<file path="src/rtl/gyruss_lpf_mux_ctrl.sv">
// gyruss_lpf_mux_ctrl: one shared MAC runs a 1st-order IIR
// low-pass over NCH packed audio channels per sample tick.
module gyruss_lpf_mux_ctrl #(
  parameter int NCH    = 5,
  parameter int CSHIFT = 15
) (
  input  logic                    clk,
  input  logic                    reset,
  input  logic [9:0]              div,
  input  logic signed [17:0]      A2,
  input  logic signed [17:0]      B1,
  input  logic signed [17:0]      B2,
  input  logic [NCH-1:0]          bypass,
  input  logic [16*NCH-1:0]       in,
  output logic [16*NCH-1:0]       out,
  output logic                    out_valid,
  output logic                    busy,
  output logic                    overrun
);
  localparam int CW = (NCH > 1) ? $clog2(NCH) : 1;
  localparam logic [CW-1:0] LAST = CW'(NCH - 1);

  typedef enum logic [2:0] {
    IDLE, MB1, MB2, MA2, WR, DONE
  } state_t;

  state_t              state_q;
  logic [9:0]          cnt_q;
  logic [CW-1:0]       ch_q;
  logic signed [35:0]  acc_q;
  logic signed [15:0]  xs_q [NCH];
  logic signed [15:0]  xp_q [NCH];
  logic signed [15:0]  yp_q [NCH];
  logic signed [17:0]  a2_q, b1_q, b2_q;
  logic [NCH-1:0]      byp_q;
  logic [16*NCH-1:0]   out_q;
  logic                ov_q;
  logic                ovr_q;

  logic [9:0]          lim;
  logic                tick;
  logic signed [17:0]  c_m;
  logic signed [15:0]  s_m;
  logic signed [33:0]  prod;
  logic signed [35:0]  prod_x;
  logic signed [35:0]  sh;
  logic signed [15:0]  y_sat;
  logic signed [15:0]  y_new;

  // >= also catches a div shrink that leaves cnt past the limit
  assign lim  = (div == 10'd0) ? 10'd1 : div;
  assign tick = (cnt_q >= lim - 10'd1);

  always_comb begin
    c_m = b1_q;
    s_m = xs_q[ch_q];
    unique case (state_q)
      MB2: begin
        c_m = b2_q;
        s_m = xp_q[ch_q];
      end
      MA2: begin
        c_m = a2_q;
        s_m = yp_q[ch_q];
      end
      default: ;
    endcase
  end

  assign prod   = c_m * s_m;
  assign prod_x = {{2{prod[33]}}, prod};
  assign sh     = acc_q >>> CSHIFT;

  always_comb begin
    if (sh > 36'sd32767)
      y_sat = 16'sh7fff;
    else if (sh < -36'sd32768)
      y_sat = 16'sh8000;
    else
      y_sat = sh[15:0];
  end

  assign y_new = byp_q[ch_q] ? xs_q[ch_q] : y_sat;

  always_ff @(posedge clk or negedge reset) begin
    if (!reset) begin
      state_q <= IDLE;
      cnt_q   <= '0;
      ch_q    <= '0;
      acc_q   <= '0;
      a2_q    <= '0;
      b1_q    <= '0;
      b2_q    <= '0;
      byp_q   <= '0;
      out_q   <= '0;
      ov_q    <= 1'b0;
      ovr_q   <= 1'b0;
      for (int k = 0; k < NCH; k++) begin
        xs_q[k] <= '0;
        xp_q[k] <= '0;
        yp_q[k] <= '0;
      end
    end else begin
      cnt_q <= tick ? 10'd0 : cnt_q + 10'd1;
      ov_q  <= 1'b0;
      if (tick && state_q != IDLE)
        ovr_q <= 1'b1;
      unique case (state_q)
        IDLE: begin
          if (tick) begin
            for (int k = 0; k < NCH; k++)
              xs_q[k] <= in[16*k +: 16];
            a2_q    <= A2;
            b1_q    <= B1;
            b2_q    <= B2;
            byp_q   <= bypass;
            ch_q    <= '0;
            state_q <= MB1;
          end
        end
        MB1: begin
          acc_q   <= prod_x;
          state_q <= MB2;
        end
        MB2: begin
          acc_q   <= acc_q + prod_x;
          state_q <= MA2;
        end
        MA2: begin
          acc_q   <= acc_q - prod_x;
          state_q <= WR;
        end
        WR: begin
          yp_q[ch_q] <= y_new;
          xp_q[ch_q] <= xs_q[ch_q];
          if (ch_q == LAST) begin
            // publish all channels at once, last one bypassing the array
            for (int k = 0; k < NCH; k++)
              out_q[16*k +: 16] <= (k == NCH - 1) ? y_new : yp_q[k];
            ov_q    <= 1'b1;
            state_q <= DONE;
          end else begin
            ch_q    <= ch_q + 1'b1;
            state_q <= MB1;
          end
        end
        DONE:    state_q <= IDLE;
        default: state_q <= IDLE;
      endcase
    end
  end

  assign out       = out_q;
  assign out_valid = ov_q;
  assign busy      = (state_q != IDLE);
  assign overrun   = ovr_q;

endmodule
</file>
<file path="config.mk">
export PLATFORM = sky130hd
export DESIGN_NAME = gyruss_lpf_mux_ctrl
export DESIGN_NICKNAME = d
export VERILOG_FILES = /design/src/rtl/gyruss_lpf_mux_ctrl.sv
export SDC_FILE = /design/constraint.sdc
export NUM_CORES = 2
export LEC_CHECK = 0
export ABC_CLOCK_PERIOD_IN_PS = 15270
export CORE_MARGIN = 8
export CORE_UTILIZATION = 56
export DETAILED_ROUTE_END_ITERATION = 10
export PLACE_DENSITY = 0.77
export SLEW_MARGIN = 20
export SYNTH_ARGS = -nofsm -noshare
export SYNTH_HDL_FRONTEND = slang
export SYNTH_SLANG_ARGS = --single-unit
</file>
<file path="constraint.sdc">
create_clock -name clk -period 15.27 [get_ports clk]
set_input_delay 3.054 -clock clk [delete_from_list [all_inputs] [get_ports clk]]
set_output_delay 3.054 -clock clk [all_outputs]
set_load 0.02 [all_outputs]
</file>
# [Yosys cells after proc, flatten, opt, wreduce, memory -nomap -nowiden]
# Index checks and enable logic that the tools add are counted.
# Widths: inputs -> output; s select.
[totals] ff_bits=433 latch_bits=0 ramBits=0 romBits=0 input_bits=151 output_inout_bits=83 memories=0
[classes] addsub=5 mul=1 div_mod_pow=0 magnitude_cmp=6 n_eq_ne=7 n_shift=0 mux=31 bitwise=1 n_reduce_logical=10
[op_table] op="$bwmux 80" n=2
[op_table] op="$mux 16" n=10
[op_table] op="$bmux 16 s3" n=3
[op_table] op="$pmux 36 s3" n=1
[op_table] op="$demux 16 s3" n=1
[op_table] op="$add 36x34->36" n=1
[op_table] op="$pmux 18 s2" n=1
[op_table] op="$sub 36x34->36" n=1
[op_table] op="$mul 18x16->34" n=1
[op_table] op="$pmux 16 s2" n=1
[op_table] op="$gt 21x16->1 const B" n=1
[op_table] op="$lt 21x16->1 const B" n=1
[op_table] op="$mux 10" n=2
[op_table] op="$pmux 3 s5" n=1
[op_table] op="$mux 3" n=4
[op_table] op="$add 10x1->10 const B" n=1
[op_table] op="$ge 10x10->1" n=1
[op_table] op="$logic_not 10->1" n=1
[op_table] op="$sub 10x1->10 const B" n=1
[op_table] op="$eq 3x2->1 const B" n=2
[op_table] op="$eq 3x3->1 const B" n=2
[op_table] op="$pmux 3 s2" n=1
[op_table] op="$reduce_bool 3->1" n=2
[op_table] op="$ge 4x4->1 const B" n=1
[op_table] op="13 further kinds" n=18

# [Logic depth before layout (Yosys ltp)]
[depth] depth_word=8 mapped_depth=49

# [Worst setup path before layout]
# Ideal clock, no wire load.
[synth_path] path_kind="register to register" start="register ch_q[0]" end="register acc_q[35]" setup_time_ns=0.122 t_arrival_ns=10.908 required_ns=15.148 path_slack_ns=4.239 path_stages_with_launch=48 synth_period_minus_slack_ns=11.031 cell_sequence="dfrtp_1 > buf_2 > buf_2 > buf_2 > clkbuf_1 > buf_1 > mux2i_1 > nor2_1 > a21oi_1 > o221ai_1 > nand3_1 > clkbuf_1 > nor2_1 > fa_1 > inv_1 > fa_1 > fa_1 > inv_1 > (+12 left out) > or4b_4 > nor2_2 > and2_2 > a21oi_1 > xor2_1 > ha_1 > nand3_1 > a2111oi_0 > o31ai_1 > o211ai_1 > a41oi_1 > nor2_1 > o211a_1 > nor2_1 > a21oi_1 > xor2_1 > a31oi_1 > a21boi_1"
[synth_between] elab_chain_len=8 elab_cells_between_ends=15 cone_classes="add/sub (2); mul (1); mux (11); bitwise (1)"
[synth_lines] item="start, declared" line_no="29" rtl="logic [CW-1:0] ch_q;"
[synth_lines] item="start signal, assigned" line_no="143" rtl="ch_q <= ch_q + 1'b1;"
[synth_lines] item="$not 3->4 (implied by the code) *" line_no="56, 60, 64"
[synth_lines] item="$bmux 16 s3 (on tied branches)" line_no="56, 60, 64"
[synth_lines] item="$mux 16 (on tied branches) (2 in series)" line_no="56, 60, 64"
[synth_lines] item="$pmux 16 s2 *" line_no="57" rtl="unique case (state_q)"
[synth_lines] item="$mul 18x16->34 *" line_no="70" rtl="assign prod = c_m * s_m;"
[synth_lines] item="$sub 36x34->36 / $add 36x34->36 (equally long branches)" line_no="130, 126"
[synth_lines] item="$pmux 36 s3 *" line_no="108" rtl="unique case (state_q)"
[synth_lines] item="end signal, assigned" line_no="122" rtl="acc_q <= prod_x;"
[synth_lines] item="end signal, assigned" line_no="126" rtl="acc_q <= acc_q + prod_x;"
[synth_lines] item="end signal, assigned" line_no="130" rtl="acc_q <= acc_q - prod_x;"
[synth_lines] item="end, declared" line_no="30" rtl="logic signed [35:0] acc_q;"
# Every way passes the cells marked *; elsewhere a longest branch is shown, timed or not. The select of a mux whose other input is x is not followed.
# A chain may end at the register's enable or synchronous reset.

# [Final worst setup path]
# Ends and elaborated chain as after synthesis.

==> metrics <==
Sink Count between 400 and 500; largest area contributor in the netlist dfrtp_1; gr busiest metal met2; final hold violation count 0; setup TNS 0 ps; Post-DRT Antenna Nets 0; WL/cell approximately 21 um; Final HPWL DP between 60,000 and 70,000 um; Required @ worst endpoint 15,740 ps; Critical Path Start ch_q[0]$_DFFE_PN0P_; Post-synth EDFFs 0; fillers 4,518; critical path class reg -> reg; Die Y-Extent 258 um; reg2reg setup slack 2920 ps; grt met2 use 43.2%; cell count of the worst hold path 1; MaxCap Viol Count 0; DRT Pass-1 Iters 6; Worst-Skew Late Latency around 600 ps; worst-margin pin slew 1140 ps; slew margin rel. 24.0%; most frequent cells in the layout nand2_1, dfrtp_1, inv_1; CP arrival 12,820 ps; drt via density 5.86; outcome completed; met3 Usage GRT 5.91%; Final period util 80.9%; CP most frequent cell fa_1; first-pass GRT wire length 147,000 um; Hold Crit Class reg -> reg; Cell Area, Synth 32,700 um^2; via count between 20,000 and 30,000; Mapped Cells 3,382; slowest CP cell dfrtp_4; commonest non-fill, non-tap cell in the layout nand2_1; Post-CTS Hold Fix Bufs 0; Async SR Flop Fraction 100%; GPL Wtd Cong 0.920; R2R depth 41; Top Ports 234; Seq cells post-synth 433; share of layout cells above drive strength 1 11.2%; Finish-stage setup viols 0; TritonCTS Buffers 46; RSZ-0062 raised after global routing no; fin crit period ~12,000 ps; initial antenna violation count 2; Starting Density 56.6%; Area Overhead vs Synth 14.6%; fin. max-slew vios 0; Root Buffer clkbuf_16; largest net degree at the start of global routing 86; Detailed Route WL 91,200 um; Clock Path Buffers 3; Post-CTS Resized 0; CP startpoint kind flop; overall die width ~260 um; CP max FO between 50 and 60; Iteration-0 DRC Markers 2,369; f_max approximately 80 MHz; Area contributors post-synth dfrtp_1, fa_1, mux2_2, nand2_1, ha_1; clk slew on worst S/H paths 60 ps; end of the worst hold path overrun$_DFFE_PN0P_; Worst Setup End Kind flop; area of the multi-input gates about 20,000 um^2; Synth cell types 84; Yosys warnings 0; vias in the first global route 26,300; post-synthesis sequential area ratio between 30% and 40%; hold_sp overrun$_DFFE_PN0P_; num rows 88; Remaining Overflow, GRT 0; Crit Reg-Reg Endpoint acc_q[35]$_DFFE_PN0P_; FF/Latch Area 10,800 um^2; Total Routing Usage GR 27.6%; FF-to-FF Start ch_q[0]$_DFFE_PN0P_; Setup Fix Bufs, Post-CTS 0; # DRC 0; CTS H-Tree Depth 2; Die ar. 66,300 um^2; Mean Syn Cell Area just under 10 um^2; Core Region 57,700 um^2; Port Buf Inserts 233; Yosys top cell area share 33.2%; final net count 4,135; Crit path largest cell delay 990 ps; Post-synth top flop dfrtp_1; syn nets 3,960; CTS tree yes; Worst Skew 34.6 ps; met1 GRT Util 37.8%
## cell type report
type	instances	area share [%]
Antenna cell	1	0.00669
Clock buffer	66	3.52
Clock inverter	20	0.719
Inverter	345	3.46
Multi-Input combinational cell	2442	53.3
Sequential cell	433	29.0
Tap cell	765	2.56
Timing Repair Buffer	289	7.46
## synthesized netlist by cell type, drive strengths merged (38+ instances only)
cell type	count
xor2	48
inv	345
clkbuf	135
a21oi	141
xnor2	55
a21o	38
o21a	38
ha	136
nor2	264
fa	291
o21ai	235
mux2	192
nand2	548
mux2i	77
dfrtp	433
## per-layer routing
metal,wire length (um),vias up
met3,7450,221
li1,-,11600
met2,41800,1079
met5,0,-
met1,38200,12700
met4,3700,0
## stage by stage
step	hold slack (ps)	cell area, um^2	instances	setup WS [ps]	util, %
2_1_floorplan	444	32700	3382	4240	-
3_5_place_dp	452	35800	4272	3050	62.0
5_1_grt	473	37400	4361	2090	64.9
3_3_place_gp	445	35800	4272	3230	62.0
6_report	462	37400	4361	2920	64.9
4_1_cts	465	37400	4358	2960	64.8
## flip-flops by register name, indices dropped and copies added (netlist names)
register / count
cnt_q: 10
b2_q: 18
ch_q: 3
yp_q: 80
state_q: 3
acc_q: 36
out: 80
xs_q: 80
byp_q: 5
b1_q: 18
out_valid: 1
a2_q: 18
overrun: 1
xp_q: 80
## worst max-delay path: cells and delay by family, from the launching register on
family	cells	cell delay, ps
AOI/OAI and AO/OA	13	2990
DFF	1	990
buffers and inverters	5	920
xor gates and xnor gates	3	550
and+or+nand+nor	11	2400
adders and majority gates	8	3900
muxes	1	400
## kinds of logic after synthesis
family / synth area share (%)
compound gates: 11.3
xor+xnor: 2.85
fa+ha+maj: 23.0
buf+inv: 5.89
flops: 33.2
mux: 10.4
simple gates: 13.4
## how the worst max path moves through the flow
| stage | to |
|---|---|
| 2_1_floorplan | acc_q[35]$_DFFE_PN0P_ |
| 3_3_place_gp | acc_q[35]$_DFFE_PN0P_ |
| 3_5_place_dp | acc_q[35]$_DFFE_PN0P_ |
| 4_1_cts | acc_q[35]$_DFFE_PN0P_ |
| 5_1_grt | acc_q[35]$_DFFE_PN0P_ |
| 6_report | acc_q[35]$_DFFE_PN0P_ |
Power is left out: the tool's default activity adds up to more than one toggle a clock period on the data nets, which glitch-free logic cannot reach.
